**config.mk**
```make
export PLATFORM = sky130hd
export DESIGN_NAME = preg_wb_arbiter_flat
export DESIGN_NICKNAME = d
export VERILOG_FILES = /design/src/rtl/preg_wb_arbiter_pkg.sv /design/src/rtl/preg_wb_arbiter_if.sv /design/src/rtl/preg_wb_arbiter_src_fifo.sv /design/src/rtl/preg_wb_arbiter.sv /design/src/flat_wrapper.sv
export SDC_FILE = /design/constraint.sdc
export NUM_CORES = 1
export LEC_CHECK = 0
export ABC_CLOCK_PERIOD_IN_PS = 3700
export BUFFER_PORTS_ARGS = -buffer_cell sky130_fd_sc_hd__buf_2
export CORE_MARGIN = 4
export CORE_UTILIZATION = 35
export DETAILED_ROUTE_END_ITERATION = 8
export PLACE_DENSITY_LB_ADDON = 0.25
export REMOVE_ABC_BUFFERS = 1
export SYNTH_ARGS = -nofsm -noshare
export SYNTH_HDL_FRONTEND = slang
export SYNTH_SLANG_ARGS = --single-unit
```
**constraint.sdc**
```tcl
create_clock -name clock -period 3.7 [get_ports clock]
set_input_delay 0.74 -clock clock [delete_from_list [all_inputs] [get_ports clock]]
set_output_delay 0.74 -clock clock [all_outputs]
set_load 0.02 [all_outputs]
```
**src/rtl/preg_wb_arbiter_pkg.sv**
```systemverilog
// Shared types for the physical-register writeback arbiter: one buffered
// result entry plus sizing limits used by the arbiter and its source FIFOs.
`ifndef PREG_LENGTH
`define PREG_LENGTH 6
`endif

package preg_wb_arbiter_pkg;

    localparam int PREG_W      = `PREG_LENGTH;
    localparam int DATA_W      = 64;
    localparam int MAX_NUM_SRC = 8;

    typedef struct packed {
        logic [PREG_W-1:0] idx;
        logic [DATA_W-1:0] data;
    } wb_entry_t;

    // Preg 0 is hardwired zero, so results aimed at it are never buffered.
    function automatic logic wb_keep(input logic wen, input logic [PREG_W-1:0] idx);
        return wen & (idx != {PREG_W{1'b0}});
    endfunction

endpackage

```
**src/rtl/preg_wb_arbiter_if.sv**
```systemverilog
// Bus bundle between the FU result sources, the writeback arbiter and the
// two register-file write ports.
interface preg_wb_arbiter_if #(
    parameter int NUM_SRC = 4,
    parameter int PREG_W  = preg_wb_arbiter_pkg::PREG_W
);

    logic                      flush;
    logic [NUM_SRC-1:0]        src_valid;
    logic [NUM_SRC-1:0]        src_ready;
    logic [NUM_SRC-1:0]        src_wen;
    logic [NUM_SRC*PREG_W-1:0] src_idx;
    logic [NUM_SRC*64-1:0]     src_data;

    logic                      write0_en;
    logic [PREG_W-1:0]         write0_idx;
    logic [63:0]               write0_data;
    logic                      write1_en;
    logic [PREG_W-1:0]         write1_idx;
    logic [63:0]               write1_data;

    modport master (
        output flush, src_valid, src_wen, src_idx, src_data,
        input  src_ready,
        input  write0_en, write0_idx, write0_data,
        input  write1_en, write1_idx, write1_data
    );

    modport slave (
        input  flush, src_valid, src_wen, src_idx, src_data,
        output src_ready,
        output write0_en, write0_idx, write0_data,
        output write1_en, write1_idx, write1_data
    );

endinterface

```
**src/rtl/preg_wb_arbiter_src_fifo.sv**
```systemverilog
// Per-source result buffer: DEPTH-entry synchronous FIFO of wb_entry_t with
// flush. Callers must not push while full; a push while full is ignored.
module wb_src_fifo
    import preg_wb_arbiter_pkg::*;
#(
    parameter  int DEPTH = 2,
    localparam int PTR_W = $clog2(DEPTH),
    localparam int CNT_W = $clog2(DEPTH + 1)
) (
    input  logic             clock,
    input  logic             reset_n,
    input  logic             flush_i,
    input  logic             push_i,
    input  wb_entry_t        push_entry_i,
    input  logic             pop_i,
    output wb_entry_t        head_o,
    output logic             empty_o,
    output logic [CNT_W-1:0] count_o
);

    wb_entry_t        mem_q [DEPTH];
    logic [PTR_W-1:0] wr_ptr_q, wr_ptr_d;
    logic [PTR_W-1:0] rd_ptr_q, rd_ptr_d;
    logic [CNT_W-1:0] count_q, count_d;
    logic             do_push_s;
    logic             do_pop_s;

    // Next-state for pointers and occupancy; flush wins over push and pop.
    always_comb begin
        do_push_s = push_i & (count_q != CNT_W'(DEPTH)) & ~flush_i;
        do_pop_s  = pop_i & (count_q != CNT_W'(0)) & ~flush_i;
        wr_ptr_d  = wr_ptr_q;
        rd_ptr_d  = rd_ptr_q;
        count_d   = count_q;
        if (flush_i) begin
            wr_ptr_d = PTR_W'(0);
            rd_ptr_d = PTR_W'(0);
            count_d  = CNT_W'(0);
        end else begin
            if (do_push_s) begin
                wr_ptr_d = wr_ptr_q + PTR_W'(1);
            end else begin
                wr_ptr_d = wr_ptr_q;
            end
            if (do_pop_s) begin
                rd_ptr_d = rd_ptr_q + PTR_W'(1);
            end else begin
                rd_ptr_d = rd_ptr_q;
            end
            case ({do_push_s, do_pop_s})
                2'b10:   count_d = count_q + CNT_W'(1);
                2'b01:   count_d = count_q - CNT_W'(1);
                default: count_d = count_q;
            endcase
        end
    end

    // Pointer and occupancy registers.
    always_ff @(posedge clock or negedge reset_n) begin
        if (!reset_n) begin
            wr_ptr_q <= PTR_W'(0);
            rd_ptr_q <= PTR_W'(0);
            count_q  <= CNT_W'(0);
        end else begin
            wr_ptr_q <= wr_ptr_d;
            rd_ptr_q <= rd_ptr_d;
            count_q  <= count_d;
        end
    end

    // Entry storage.
    always_ff @(posedge clock or negedge reset_n) begin
        if (!reset_n) begin
            for (int i = 0; i < DEPTH; i++) begin
                mem_q[i] <= '0;
            end
        end else if (do_push_s) begin
            mem_q[wr_ptr_q] <= push_entry_i;
        end
    end

    assign head_o  = mem_q[rd_ptr_q];
    assign empty_o = (count_q == CNT_W'(0));
    assign count_o = count_q;

endmodule

```
**src/rtl/preg_wb_arbiter.sv**
```systemverilog
// Writeback arbiter: buffers FU results per source and issues up to two
// register-file writes per cycle, round-robin over the FIFO heads.
module preg_wb_arbiter
    import preg_wb_arbiter_pkg::*;
#(
    parameter int NUM_SRC = 4,
    parameter int DEPTH   = 2,
    parameter int PREG_W  = preg_wb_arbiter_pkg::PREG_W
) (
    input  logic             clock,
    input  logic             reset_n,
    preg_wb_arbiter_if.slave bus
);

    localparam int SRC_W = $clog2(NUM_SRC);
    localparam int CNT_W = $clog2(DEPTH + 1);

    wb_entry_t          push_entry_s [NUM_SRC];
    wb_entry_t          head_s       [NUM_SRC];
    logic [CNT_W-1:0]   count_s      [NUM_SRC];
    logic [NUM_SRC-1:0] push_s;
    logic [NUM_SRC-1:0] pop_s;
    logic [NUM_SRC-1:0] empty_s;
    logic [NUM_SRC-1:0] src_ready_s;

    logic [SRC_W-1:0]   rr_ptr_q, rr_ptr_d;
    logic [SRC_W:0]     scan_pos_s;
    logic [SRC_W-1:0]   scan_src_s;
    logic               found_a_s, found_b_s;
    logic [SRC_W-1:0]   sel_a_s, sel_b_s;
    logic               grant_a_s, grant_b_s;

    logic               wr0_en_q, wr0_en_d;
    logic [PREG_W-1:0]  wr0_idx_q, wr0_idx_d;
    logic [63:0]        wr0_data_q, wr0_data_d;
    logic               wr1_en_q, wr1_en_d;
    logic [PREG_W-1:0]  wr1_idx_q, wr1_idx_d;
    logic [63:0]        wr1_data_q, wr1_data_d;

    function automatic logic [SRC_W-1:0] next_src(input logic [SRC_W-1:0] s);
        if (s == SRC_W'(NUM_SRC - 1)) begin
            return SRC_W'(0);
        end else begin
            return s + SRC_W'(1);
        end
    endfunction

    for (genvar g = 0; g < NUM_SRC; g++) begin : g_src
        assign push_entry_s[g] = {bus.src_idx[g*PREG_W +: PREG_W], bus.src_data[g*64 +: 64]};
        // Ready depends only on stored occupancy, never on this cycle's pop.
        assign src_ready_s[g]  = (count_s[g] < CNT_W'(DEPTH));
        assign push_s[g]       = bus.src_valid[g] & src_ready_s[g]
                               & wb_keep(bus.src_wen[g], push_entry_s[g].idx);

        wb_src_fifo #(.DEPTH(DEPTH)) u_fifo (
            .clock        (clock),
            .reset_n      (reset_n),
            .flush_i      (bus.flush),
            .push_i       (push_s[g]),
            .push_entry_i (push_entry_s[g]),
            .pop_i        (pop_s[g]),
            .head_o       (head_s[g]),
            .empty_o      (empty_s[g]),
            .count_o      (count_s[g])
        );
    end

    assign bus.src_ready = src_ready_s;

    // Round-robin scan from rr_ptr: first two non-empty heads become grants A and B.
    always_comb begin
        found_a_s  = 1'b0;
        found_b_s  = 1'b0;
        sel_a_s    = SRC_W'(0);
        sel_b_s    = SRC_W'(0);
        scan_pos_s = '0;
        scan_src_s = SRC_W'(0);
        for (int k = 0; k < NUM_SRC; k++) begin
            scan_pos_s = {1'b0, rr_ptr_q} + (SRC_W + 1)'(k);
            if (scan_pos_s >= (SRC_W + 1)'(NUM_SRC)) begin
                scan_pos_s = scan_pos_s - (SRC_W + 1)'(NUM_SRC);
            end else begin
                scan_pos_s = scan_pos_s;
            end
            scan_src_s = scan_pos_s[SRC_W-1:0];
            if (!empty_s[scan_src_s]) begin
                if (!found_a_s) begin
                    found_a_s = 1'b1;
                    sel_a_s   = scan_src_s;
                end else if (!found_b_s) begin
                    found_b_s = 1'b1;
                    sel_b_s   = scan_src_s;
                end else begin
                    found_b_s = found_b_s;
                end
            end else begin
                scan_src_s = scan_src_s;
            end
        end
        grant_a_s = found_a_s & ~bus.flush;
        // Duplicate destination on B is held back so both ports never hit one preg.
        grant_b_s = found_b_s & ~bus.flush & (head_s[sel_b_s].idx != head_s[sel_a_s].idx);
    end

    // Pop strobes for granted heads and the round-robin pointer update.
    always_comb begin
        pop_s = '0;
        for (int i = 0; i < NUM_SRC; i++) begin
            pop_s[i] = (grant_a_s & (sel_a_s == SRC_W'(i)))
                     | (grant_b_s & (sel_b_s == SRC_W'(i)));
        end
        if (grant_b_s) begin
            rr_ptr_d = next_src(sel_b_s);
        end else if (grant_a_s) begin
            rr_ptr_d = next_src(sel_a_s);
        end else begin
            rr_ptr_d = rr_ptr_q;
        end
    end

    // Write-port next state; idx/data hold their last value when not granted.
    always_comb begin
        wr0_en_d = grant_a_s;
        wr1_en_d = grant_b_s;
        if (grant_a_s) begin
            wr0_idx_d  = head_s[sel_a_s].idx;
            wr0_data_d = head_s[sel_a_s].data;
        end else begin
            wr0_idx_d  = wr0_idx_q;
            wr0_data_d = wr0_data_q;
        end
        if (grant_b_s) begin
            wr1_idx_d  = head_s[sel_b_s].idx;
            wr1_data_d = head_s[sel_b_s].data;
        end else begin
            wr1_idx_d  = wr1_idx_q;
            wr1_data_d = wr1_data_q;
        end
    end

    // Arbitration pointer and registered write ports.
    always_ff @(posedge clock or negedge reset_n) begin
        if (!reset_n) begin
            rr_ptr_q   <= SRC_W'(0);
            wr0_en_q   <= 1'b0;
            wr0_idx_q  <= PREG_W'(0);
            wr0_data_q <= 64'd0;
            wr1_en_q   <= 1'b0;
            wr1_idx_q  <= PREG_W'(0);
            wr1_data_q <= 64'd0;
        end else begin
            rr_ptr_q   <= rr_ptr_d;
            wr0_en_q   <= wr0_en_d;
            wr0_idx_q  <= wr0_idx_d;
            wr0_data_q <= wr0_data_d;
            wr1_en_q   <= wr1_en_d;
            wr1_idx_q  <= wr1_idx_d;
            wr1_data_q <= wr1_data_d;
        end
    end

    assign bus.write0_en   = wr0_en_q;
    assign bus.write0_idx  = wr0_idx_q;
    assign bus.write0_data = wr0_data_q;
    assign bus.write1_en   = wr1_en_q;
    assign bus.write1_idx  = wr1_idx_q;
    assign bus.write1_data = wr1_data_q;

endmodule
```
**src/flat_wrapper.sv**
```systemverilog
// flat-port wrapper written by rule: the top's interface ports become plain ports
module preg_wb_arbiter_flat import preg_wb_arbiter_pkg::*;
#(
    parameter int NUM_SRC = 4,
    parameter int DEPTH   = 2,
    parameter int PREG_W  = preg_wb_arbiter_pkg::PREG_W
)
  (clock, reset_n, bus_flush, bus_src_valid, bus_src_wen, bus_src_idx, bus_src_data, bus_src_ready, bus_write0_en, bus_write0_idx, bus_write0_data, bus_write1_en, bus_write1_idx, bus_write1_data);
  preg_wb_arbiter_if #(.NUM_SRC(NUM_SRC), .PREG_W(PREG_W)) bus_i ();
  input  logic clock;
  input  logic reset_n;
  input wire logic [$bits(bus_i.flush)-1:0] bus_flush;
  input wire logic [$bits(bus_i.src_valid)-1:0] bus_src_valid;
  input wire logic [$bits(bus_i.src_wen)-1:0] bus_src_wen;
  input wire logic [$bits(bus_i.src_idx)-1:0] bus_src_idx;
  input wire logic [$bits(bus_i.src_data)-1:0] bus_src_data;
  output wire logic [$bits(bus_i.src_ready)-1:0] bus_src_ready;
  output wire logic [$bits(bus_i.write0_en)-1:0] bus_write0_en;
  output wire logic [$bits(bus_i.write0_idx)-1:0] bus_write0_idx;
  output wire logic [$bits(bus_i.write0_data)-1:0] bus_write0_data;
  output wire logic [$bits(bus_i.write1_en)-1:0] bus_write1_en;
  output wire logic [$bits(bus_i.write1_idx)-1:0] bus_write1_idx;
  output wire logic [$bits(bus_i.write1_data)-1:0] bus_write1_data;
  assign bus_i.flush = bus_flush;
  assign bus_i.src_valid = bus_src_valid;
  assign bus_i.src_wen = bus_src_wen;
  assign bus_i.src_idx = bus_src_idx;
  assign bus_i.src_data = bus_src_data;
  assign bus_src_ready = bus_i.src_ready;
  assign bus_write0_en = bus_i.write0_en;
  assign bus_write0_idx = bus_i.write0_idx;
  assign bus_write0_data = bus_i.write0_data;
  assign bus_write1_en = bus_i.write1_en;
  assign bus_write1_idx = bus_i.write1_idx;
  assign bus_write1_data = bus_i.write1_data;
  preg_wb_arbiter #(.NUM_SRC(NUM_SRC), .DEPTH(DEPTH), .PREG_W(PREG_W)) u_core (.clock(clock), .reset_n(reset_n), .bus(bus_i));
endmodule
```
# Yosys cells after proc, flatten, opt, wreduce, memory -nomap -nowiden
# Index checks and enable logic that the tools add are counted.
# word_totals
regBits	720
inputBits	291
output_inout_bits	146
word_cells	284
# op_classes
add_sub_neg	25
order_cmp	26
eq_ne	19
mux	94
bitwise_logic	54
reduce_logical	31
# ops
cell	count
70-bit 2-to-1 mux	20
140-bit bitwise mux	4
70-bit binary-select mux with 2-bit select	2
70-bit demux with 1-bit select	4
2-bit 2-to-1 mux	27
1-bit bitwise AND	39
1-bit 2-to-1 mux	29
2-bit nonzero test	13
6-bit nonzero test	4
2-bit == test, second input constant	8
2-bit greater-or-equal comparator, second input constant	8
1-bit inverter with 2-bit output	8
2-bit one-hot mux with 2 select lines	4
2-bit by 1-bit subtractor with 2-bit output, second input constant	8
3-bit greater-or-equal comparator, second input constant	5
2-bit by 1-bit adder with 2-bit output, second input constant	6
2-bit by 1-bit == test with 1-bit output, second input constant	6
2-bit zero test	6
2-bit by 3-bit < comparator with 1-bit output, second input constant	4
3-bit nonzero test	4
1-bit adder, second input constant	8
1-bit binary-select mux with 2-bit select	4
2-bit by 1-bit < comparator with 1-bit output, second input constant	4
2-bit < comparator, second input constant	4
other kinds (9)	20

# Depth between registers and ports, before layout
# Gate-level depths: netlist of run 1.
# logic_depth
ltp_word	25
depth_mapped	18
depth_no_buf	13

# By module
# Synthesis of run 1 repeated with hierarchy kept, for this count alone.
# hier_totals
hier_cells	2992
hier_area_um2	35839.4
# by_module_without_submodules
module	instances	cells_per_inst	area_per_inst_um2	seq_area_each_um2
wb_src_fifo	4	397	6257.3	3603.5
preg_wb_arbiter	1	1404	10810.4	3603.5

# Worst setup path before layout of run 1
# Ideal clock, no wire load.
# synth_timing
path_kind	register to register
start	register u_core.g_src[3].u_fifo.count_q[1]
end	register u_core.g_src[2].u_fifo.rd_ptr_q
setup_time_ns	0.125
t_arrival_ns	3.358
required_ns	3.575
slack_ns	0.217
stages_incl_launch_ff	16
n_path_buf	3
synth_period_minus_slack_ns	3.483
cell_sequence	dfrtp_1 nor2_1 clkbuf_1 a21oi_1 nor2_1 a21oi_1 ha_1 a211oi_4 nor2_1 inv_2 clkbuf_1 clkbuf_1 ha_1 o211ai_1 a21o_1 mux2_2
# synth_between
elab_chain_cells	22
word_cells_on_any_way	53
classes_between	3 x eq/ne; 38 x mux; 10 x bitwise; 2 x reduce/logical
# synth_rtl
element	line	text
start: declaration	preg_wb_arbiter_src_fifo.sv:24	logic [CNT_W-1:0] count_q, count_d;
start signal: assignment	preg_wb_arbiter_src_fifo.sv:67	count_q <= count_d;
2-bit zero test (*)	preg_wb_arbiter_src_fifo.sv:83	assign empty_o = (count_q == CNT_W'(0));
1-bit binary-select mux with 2-bit select	preg_wb_arbiter.sv:86	if (!empty_s[scan_src_s]) begin
1-bit 2-to-1 mux (implied by the code)	preg_wb_arbiter.sv:86	
2-bit 2-to-1 mux or 1-bit 2-to-1 mux (tied branches)	preg_wb_arbiter.sv:87, preg_wb_arbiter.sv:86	
2-bit 2-to-1 mux or 1-bit 2-to-1 mux (tied branches)	preg_wb_arbiter.sv:86	
2-bit 2-to-1 mux	preg_wb_arbiter.sv:90	end else if (!found_b_s) begin
2-bit 2-to-1 mux	preg_wb_arbiter.sv:87	if (!found_a_s) begin
2-bit 2-to-1 mux	preg_wb_arbiter.sv:86	
[... 4 more ...]	--	
70-bit binary-select mux with 2-bit select	preg_wb_arbiter.sv:102	grant_b_s = found_b_s & ~bus.flush & (head_s[sel_b_s].idx != head_s[sel_a_s].idx);
70-bit 2-to-1 mux (implied by the code) (2 in a row)	preg_wb_arbiter.sv:102	
6-bit inequality test	preg_wb_arbiter.sv:102	
1-bit bitwise AND	preg_wb_arbiter.sv:102	
1-bit bitwise AND	preg_wb_arbiter.sv:110	| (grant_b_s & (sel_b_s == SRC_W'(i)));
1-bit bitwise OR (*)	preg_wb_arbiter.sv:110	
1-bit bitwise AND (*) (2 in a row)	preg_wb_arbiter_src_fifo.sv:31	do_pop_s = pop_i & (count_q != CNT_W'(0)) & ~flush_i;
2-bit nonzero test (no source line) (*)	--	
end signal: assignment	preg_wb_arbiter_src_fifo.sv:66	rd_ptr_q <= rd_ptr_d;
end: declaration	preg_wb_arbiter_src_fifo.sv:23	logic [PTR_W-1:0] rd_ptr_q, rd_ptr_d;
# Mark *: on every way between the ends. The rest lies on a longest branch, timed or not. The select of a mux whose other input is x is not followed.
# A chain may end at the register's enable or synchronous reset.

# Final worst setup path of run 1
# layout_timing
start	register u_core.g_src[1].u_fifo.count_q[0]
end	register u_core.g_src[0].u_fifo.count_q[1]
# layout_between
elab_chain_cells	24
word_cells_on_any_way	57
classes_between	3 x eq/ne; 40 x mux; 10 x bitwise; 4 x reduce/logical
# layout_rtl
element	line	text
start: declaration	preg_wb_arbiter_src_fifo.sv:24	
start signal: assignment	preg_wb_arbiter_src_fifo.sv:67	
2-bit zero test (*)	preg_wb_arbiter_src_fifo.sv:83	
1-bit binary-select mux with 2-bit select	preg_wb_arbiter.sv:86	
1-bit 2-to-1 mux (implied by the code)	preg_wb_arbiter.sv:86	
2-bit 2-to-1 mux or 1-bit 2-to-1 mux (tied branches)	preg_wb_arbiter.sv:87, preg_wb_arbiter.sv:86	
2-bit 2-to-1 mux or 1-bit 2-to-1 mux (tied branches)	preg_wb_arbiter.sv:86	
2-bit 2-to-1 mux	preg_wb_arbiter.sv:90	
2-bit 2-to-1 mux	preg_wb_arbiter.sv:87	
2-bit 2-to-1 mux	preg_wb_arbiter.sv:86	
[... 7 more ...]	--	
6-bit inequality test	preg_wb_arbiter.sv:102	
1-bit bitwise AND	preg_wb_arbiter.sv:102	
1-bit bitwise AND	preg_wb_arbiter.sv:110	
1-bit bitwise OR (*)	preg_wb_arbiter.sv:110	
1-bit bitwise AND (*) (2 in a row)	preg_wb_arbiter_src_fifo.sv:31	
2-bit by 1-bit == test with 1-bit output or 2-bit == test (tied branches)	preg_wb_arbiter_src_fifo.sv:50	case ({do_push_s, do_pop_s})
2-bit one-hot mux with 2 select lines	preg_wb_arbiter_src_fifo.sv:50	
2-bit 2-to-1 mux	preg_wb_arbiter_src_fifo.sv:35	if (flush_i) begin
end signal: assignment	preg_wb_arbiter_src_fifo.sv:67	
end: declaration	preg_wb_arbiter_src_fifo.sv:24	
# Marked as above.

==> results of run 1 <==
==> cell type report <==
| class | count | area share, % |
|---|---|---|
| diodes | 15 | 0.0890 |
| clock buffers | 116 | 5.73 |
| repair buffers | 588 | 9.01 |
| inverters | 11 | 0.116 |
| flip-flops and latches | 720 | 42.8 |
| well taps | 1287 | 3.82 |
| multi-input cells | 2043 | 37.4 |
| clock inverters | 38 | 1.09 |
==> Yosys cell counts, types with 3 or more instances <==
cell type | instances | area (um^2)
or4_1 | 4 | 30.0
and2_1 | 8 | 50.1
o211a_1 | 4 | 40.0
nand2_1 | 340 | 1280
a21oi_1 | 78 | 390
a211o_1 | 3 | 26.3
or2_1 | 3 | 18.8
mux4_2 | 3 | 67.6
buf_2 | 24 | 120
nor3_1 | 11 | 55.1
nand3_1 | 26 | 130
or2_2 | 3 | 18.8
mux2i_1 | 218 | 2180
clkbuf_1 | 191 | 717
ha_1 | 10 | 125
a31oi_1 | 139 | 870
buf_6 | 3 | 33.8
nor4_1 | 3 | 18.8
o21ai_0 | 97 | 485
mux2_2 | 632 | 7120
xnor2_1 | 7 | 61.3
a211oi_1 | 132 | 991
nand4_1 | 11 | 68.8
and4_1 | 9 | 78.8
nand2b_1 | 5 | 31.3
dfrtp_1 | 720 | 18000
nor3b_1 | 6 | 45.0
and3b_1 | 3 | 26.3
nor2b_1 | 6 | 37.5
a221o_1 | 10 | 100
o211ai_1 | 14 | 105
buf_1 | 15 | 56.3
nor2_1 | 221 | 830
o21ai_1 | 6 | 30.0
inv_1 | 9 | 33.8
==> report_power, final <==
part / total, uW / leakage [uW] / switching, uW / internal [uW]
clock network: 8570 / 0.00142 / 3480 / 5100
logic: 19700 / 0.00792 / 11700 / 7940
registers: 12700 / 0.00878 / 1770 / 10900
total: 40900 / 0.0181 / 17000 / 23900
==> logic make-up after synthesis <==
group | synth area share, %
XOR/XNOR | 0.202
flip-flops | 52.1
AO/OA/AOI/OAI | 9.34
multiplexers | 27.1
buffers and inverters | 2.82
AND/OR/NAND/NOR | 8.16
adder cells (fa/ha/maj) | 0.361
==> per-layer routing <==
metal	GRT usage [%]	up-vias	routed length, um
met1	28.7	12900	49900
met3	4.72	195	6620
met2	35.2	673	53300
li1	-	11700	-
met5	0	-	144
met4	6.30	22	3100
==> registers in the layout (all words and copies together), names as in the netlist <==
| name | flops |
|---|---|
| u_core.g_src.u_fifo.wr_ptr_q | 4 |
| u_core.bus.write1_idx | 6 |
| u_core.bus.write1_data | 64 |
| u_core.g_src.u_fifo.mem_q | 560 |
| u_core.bus.write1_en | 1 |
| u_core.bus.write0_idx | 6 |
| u_core.bus.write0_en | 1 |
| u_core.g_src.u_fifo.count_o | 8 |
| u_core.bus.write0_data | 64 |
| u_core.rr_ptr_q | 2 |
| u_core.g_src.u_fifo.rd_ptr_q | 4 |
==> worst paths after layout <==
kind / end / start
max in group asynchronous: u_core.g_src[2].u_fifo.mem_q[50]$_DFFE_PN0P_ / reset_n
max: u_core.g_src[0].u_fifo.count_o[1]$_DFFE_PN0P_ / u_core.g_src[1].u_fifo.count_o[0]$_DFFE_PN0P_
max reg2reg: u_core.g_src[0].u_fifo.count_o[1]$_DFFE_PN0P_ / u_core.g_src[1].u_fifo.count_o[0]$_DFFE_PN0P_
min: u_core.g_src[3].u_fifo.mem_q[92]$_DFFE_PN0P_ / reset_n
min in group clock: u_core.g_src[1].u_fifo.mem_q[110]$_DFFE_PN0P_ / bus_src_data[104]
min reg2reg: u_core.bus.write0_data[48]$_DFFE_PN0P_ / u_core.bus.write0_data[48]$_DFFE_PN0P_
==> timing repair <==
item,in CTS,in global routing
setup endpoints to repair,9,84
cloned,0,1
setup buffers,0,1
pin swaps,0,2
hold buffers,0,0
gates resized for setup,1,24
==> layout by cell type, fill, tap and decap left out, types with 4 or more instances in the layout <==
master / n
dfrtp_1: 713
mux2_2: 632
buf_2: 435
nand2_1: 339
nor2_1: 218
mux2i_1: 218
a31oi_1: 139
a211oi_1: 132
buf_4: 113
o21ai_0: 94
clkbuf_16: 86
a21oi_1: 78
buf_12: 37
nand3_1: 26
clkinv_2: 19
diode_2: 15
clkbuf_8: 15
clkbuf_1: 15
o211ai_1: 14
nand4_1: 11
a221o_1: 10
ha_1: 10
nor3_1: 9
o21ai_1: 9
and4_1: 9
and2_1: 8
inv_1: 7
xnor2_1: 7
bufinv_16: 7
nor2b_1: 6
nand2b_1: 5
inv_6: 4
o211a_1: 4
or4_1: 4
nor3b_2: 4
dfrtp_4: 4
==> stage by stage <==
step	instance area, um^2	setup slack (ns)	hold slack (ns)
4_1_cts	42000	0.0398	0.0895
6_report	42200	0.172	0.121
2_1_floorplan	33700	-8.89	0.444
3_3_place_gp	39200	0.0271	0.460
3_5_place_dp	39200	0.0340	0.465
5_1_grt	42100	0.0171	0.115
==> metrics.md, run 1 <==
| Metric | Value |
|---|---|
| Yosys Warn Count | `0` |
| CP endpoint kind | `register` |
| Synth Instances | `3,008` |
| Setup-failing EPs final | `0` |
| Synthesized area | `34,600 um^2` |
| Max clock buf depth | `3` |
| Crit path DAT | `4.08 ns` |
| Post-synth ARST share | `100%` |
| Filler instances | `9,325` |
| Tcrit/Tclk final | `95.4%` |
| Die Area | `104,000 um^2` |
| Layout cells sized above 1 | `40.0%` |
| Worst path slowest cell | `o41a_4` |
| Die Span Y | `322 um` |
| Vias in the first global route | `26,200` |
| GR Overflow Total | `0` |
| Final min period | `3.53 ns` |
| Final Skew | `0.0271 ns` |
| EDFF count, synth | `0` |
| First-pass GRT wire length | `168,000 um` |
| Pwr Density | `971 nW/um^2` |
| Measured slew at the worst slew-check pin | `0.892 ns` |
| RSZ-0062 raised after global routing | `no` |
| Avg Cell Area, Syn | `11.5 um^2` |
| Routed Antenna Nets | `0` |
| CTS sink count | `720` |
| Core box area | `98,300 um^2` |
| Post-Route WL | `113,000 um` |
| Count of cell types in the netlist | `61` |
| Vias per Instance | `5.31` |
| CTS tree | `built` |
| Fmax | `283 MHz` |
| Gpl congestion | `0.878` |
| Max_slew headroom | `40.5%` |
| Req. time, crit path | `4.25 ns` |
| Reg2Reg Depth | `11` |
| Row cnt | `115` |
| CP Cell Sequence | `or2_4, and3_1, o41a_4, o21ai_0, and4_1, a211oi_1, nand4b_1, buf_4, o31a_1, or4_1, o31ai_1` |
| WP buf/inv | `1` |
| Startpoint types | `register` |
| Initial core utilization | `35.2%` |
| Final net count | `3,750` |
| Setup TNS | `0 ns` |
| Clock Root Buffer | `clkbuf_16` |
| Initial antenna violation count | `30` |
| FF-to-FF setup slack | `0.17 ns` |
| # port buffers | `436` |
| Post-DP HPWL | `75,200 um` |
| Max_cap viols | `0` |
| Slew Viols, Final | `0` |
| Total track usage | `21.5%` |
| Leakage | `0.0181 uW` |
| Multi-input gate area | `15,800 um^2` |
| Total Power | `40,900 uW` |
| Crit-path max cell delay | `0.60 ns` |
| Top FF cell, synth | `dfrtp_1` |
| Final Hold Viols | `0` |
| Starting DRT DRC Count | `1,593` |
| Crit-path max FO | `13` |
| CTS Buf Count | `85` |
| Crit path kind | `register to register` |
| Worst min-delay path class | `primary input to async pin` |
| Max H-tree Level | `3` |
| Status | `finished, final reports clean` |
| Largest net degree at the start of global routing | `119` |
| Yosys reg bits | `720` |
| Detailed-route wire length per cell | `23.5 um` |
| P&R area growth vs syn | `21.8%` |
| Non-Filler Instances | `4,818` |
| Chip Width | `322 um` |
| WP depth | `11` |
| DP Cell Count | `4,647` |
| CP delay by family, top | `simple AND/OR/NAND/NOR gates` |
| # IOs | `437` |
| Layout Utilization | `42.9%` |
| Peak VDD IR | `0.00101 V` |
| Register area share after synthesis | `52.1%` |
| Residual DRC | `0` |
| Worst skew pair latency | `0.66 ns` |
| Vias | `25,600` |
| Register Area | `18,000 um^2` |
| Pre-antenna DRT Iters | `5` |
| Reg clk slew, reported paths | `0.06 ns` |
Note: power is estimated with default switching activity, not from simulation.
==> run 2, diff against run 1 <==
--- a/config.mk
+++ b/config.mk
@@ -5,7 +5,7 @@
 export SDC_FILE = /design/constraint.sdc
 export NUM_CORES = 1
 export LEC_CHECK = 0
-export ABC_CLOCK_PERIOD_IN_PS = 3700
+export ABC_CLOCK_PERIOD_IN_PS = 4300
 export BUFFER_PORTS_ARGS = -buffer_cell sky130_fd_sc_hd__buf_2
 export CORE_MARGIN = 4
 export CORE_UTILIZATION = 35
==> constraint.sdc (replaced) <==
create_clock -name clock -period 4.3 [get_ports clock]
set_input_delay 0.86 -clock clock [delete_from_list [all_inputs] [get_ports clock]]
set_output_delay 0.86 -clock clock [all_outputs]
set_load 0.02 [all_outputs]
==> run 2 against run 1 <==
Against the previous run: via count decreased by 0.66%; die area did not move; sequential share of layout area grew 0.69 points; core utilization down 0.69 points; register-to-register slack improved by 0.20 ns; total power down 16%; sequential power down 13%; cell area down 1.6%; largest cell class unchanged; largest power group unchanged; highest routed layer unchanged.
==> metrics.md, run 2 (synthesis gave the netlist of run 1 again) <==
| Metric | Value |
|---|---|
| Status | `finished, final reports clean` |
| Setup-failing EPs final | `0 (unchanged)` |
| Pwr Density | `828 nW/um^2 (-15%)` |
| Worst skew pair latency | `0.65 ns (about the same)` |
| Setup TNS | `0 ns (unchanged)` |
| Max reg flops | `560 (unchanged)` |
| Pre-antenna DRT Iters | `6 (+1)` |
| DP Area | `38,600 um^2 (-1.3%)` |
| Most common cell after layout, fill and taps aside | `dfrtp_1` |
| CP endpoint kind | `register` |
| Vias in the first global route | `26,000 (-0.71%)` |
| Reg-to-reg startpoint | `u_core.g_src[1].u_fifo.count_o[1]$_DFFE_PN0P_` |
| Layout cells sized above 1 | `38.5% (-1.5 points)` |
| Die Area | `104,000 um^2 (unchanged)` |
| Total track usage | `21.6% (+0.051 points)` |
| Max_cap viols | `0 (unchanged)` |
| Vias per Instance | `5.33 (+0.42%)` |
| Reg clk slew, reported paths | `0.06 ns (about the same)` |
| Post-DP HPWL | `74,000 um (-1.6%)` |
| Starting DRT DRC Count | `1,733 (+8.8%)` |
| CTS sink count | `720 (unchanged)` |
| Die Span Y | `322 um (unchanged)` |
| RSZ-0062 raised after global routing | `no` |
| Crit-path max FO | `13 (unchanged)` |
| Most frequent cells in the layout | `716 x dfrtp_1, 632 x mux2_2, 435 x buf_2, 339 x nand2_1, 219 x nor2_1` |
| Req. time, crit path | `4.83 ns (+0.58 ns)` |
| Slew Viols, Final | `0 (unchanged)` |
| Residual DRC | `0 (unchanged)` |
| Final net count | `3,697 (-1.4%)` |
| Non-Filler Instances | `4,766 (-1.1%)` |
| DP Cell Count | `4,596 (-1.1%)` |
| Final Skew | `0.0185 ns (-0.00864 ns)` |
| Crit path DAT | `4.45 ns (+0.37 ns)` |
| Row cnt | `115 (unchanged)` |
| Critical Path Source | `u_core.g_src[1].u_fifo.count_o[1]$_DFFE_PN0P_` |
| # IOs | `437 (unchanged)` |
| Max H-tree Level | `3 (unchanged)` |
| Tcrit/Tclk final | `91.2% (-4.1 points)` |
| Final min period | `3.92 ns (+0.395 ns)` |
| Setup bufs post-CTS | `0 (unchanged)` |
| Vias | `25,400 (-0.66%)` |
| Reg2Reg Depth | `11 (unchanged)` |
| Fmax | `255 MHz (-10%)` |
| Post-route design area | `41,500 um^2 (-1.6%)` |
| Post-Route WL | `113,000 um (about the same)` |
| Max_slew headroom | `29.9% (-11 points)` |
| # port buffers | `436 (unchanged)` |
| Core box area | `98,300 um^2 (unchanged)` |
| Measured slew at the worst slew-check pin | `1.05 ns (+0.160 ns)` |
| Reg with most FFs | `u_core.g_src.u_fifo.mem_q` |
| P&R area growth vs syn | `19.9%` |
| Routed Antenna Nets | `0 (unchanged)` |
| Worst min-delay path class | `primary input to async pin` |
| Leakage | `0.0177 uW (-2.0%)` |
| Final Hold Viols | `0 (unchanged)` |
| Clock Root Buffer | `clkbuf_16` |
| CTS tree | `built` |
| Startpoint types | `register` |
| CTS Buf Count | `85 (unchanged)` |
| Largest net degree at the start of global routing | `124 (+4.2%)` |
| GR Overflow Total | `0 (unchanged)` |
| Chip Width | `322 um (unchanged)` |
| Detailed-route wire length per cell | `23.7 um (+1.1%)` |
| First-pass GRT wire length | `169,000 um (+0.51%)` |
| Crit path kind | `register to register` |
| Initial antenna violation count | `38 (+27%)` |
| Gpl congestion | `0.870 (-0.88%)` |
| Peak VDD IR | `0.000945 V (-6.5%)` |
| Initial core utilization | `35.2% (unchanged)` |
| Max clock buf depth | `3 (unchanged)` |
run 2: path summary, 6_finish.rpt:
kind,endpoint,slack [ns]
max reg2reg,u_core.g_src[1].u_fifo.rd_ptr_q$_DFFE_PN0P_,0.38
max in group asynchronous,u_core.g_src[0].u_fifo.mem_q[131]$_DFFE_PN0P_,2.94
min in group clock,u_core.g_src[1].u_fifo.mem_q[58]$_DFFE_PN0P_,0.45
min reg2reg,u_core.bus.write0_data[20]$_DFFE_PN0P_,0.47
min,u_core.g_src[1].u_fifo.mem_q[18]$_DFFE_PN0P_,0.29
max,u_core.g_src[1].u_fifo.rd_ptr_q$_DFFE_PN0P_,0.38
run 2: where the power goes:
group | switching [uW] | internal, uW
registers | 1570 | 9380
clock network | 2900 | 4330
logic | 9880 | 6290
run 2: routing by layer:
metal	track usage, %	wire length (um)	up-vias
li1	-	-	11600
met1	28.9	49600	12900
met2	35.6	54300	697
met3	4.32	6710	172
met4	6.12	2370	20
met5	0	132	-
run 2: what timing repair did:
action,CTS,global route
endpoints found under the setup margin,0,8
resized for setup,0,1
hold buffers,0,0
run 2: stage by stage:
stage	power, uW	setup WS, ns	utilization [%]	hold WS [ns]
after floorplan	19600	-8.29	-	0.475
after global placement	27100	0.399	39.3	0.457
after detailed placement	27300	0.310	39.3	0.466
after CTS	34700	0.301	42.2	0.292
after global routing	36800	0.152	42.2	0.334
final	34400	0.376	42.2	0.293
run 2: cell type report:
cell class	instances	area, um^2
Multi-Input combinational cell	2043	15700
Fill cell	9331	56800
Antenna cell	22	55.1
Clock buffer	127	2520
Tap cell	1287	1610
Inverter	11	48.8
Timing Repair Buffer	535	3260
Sequential cell	720	18000
Clock inverter	21	268
run 2: critical path: stages (launching register included):
cell and delay (ns):
dfrtp_1 0.52, or2_1 0.42, and3_1 0.25, o41a_1 0.65, o21ai_1 0.26, nand4_1 0.16
a221o_1 0.40, nand4b_1 0.18, buf_4 0.16, nor3_1 0.07, o21ai_0 0.33, mux2_2 0.38
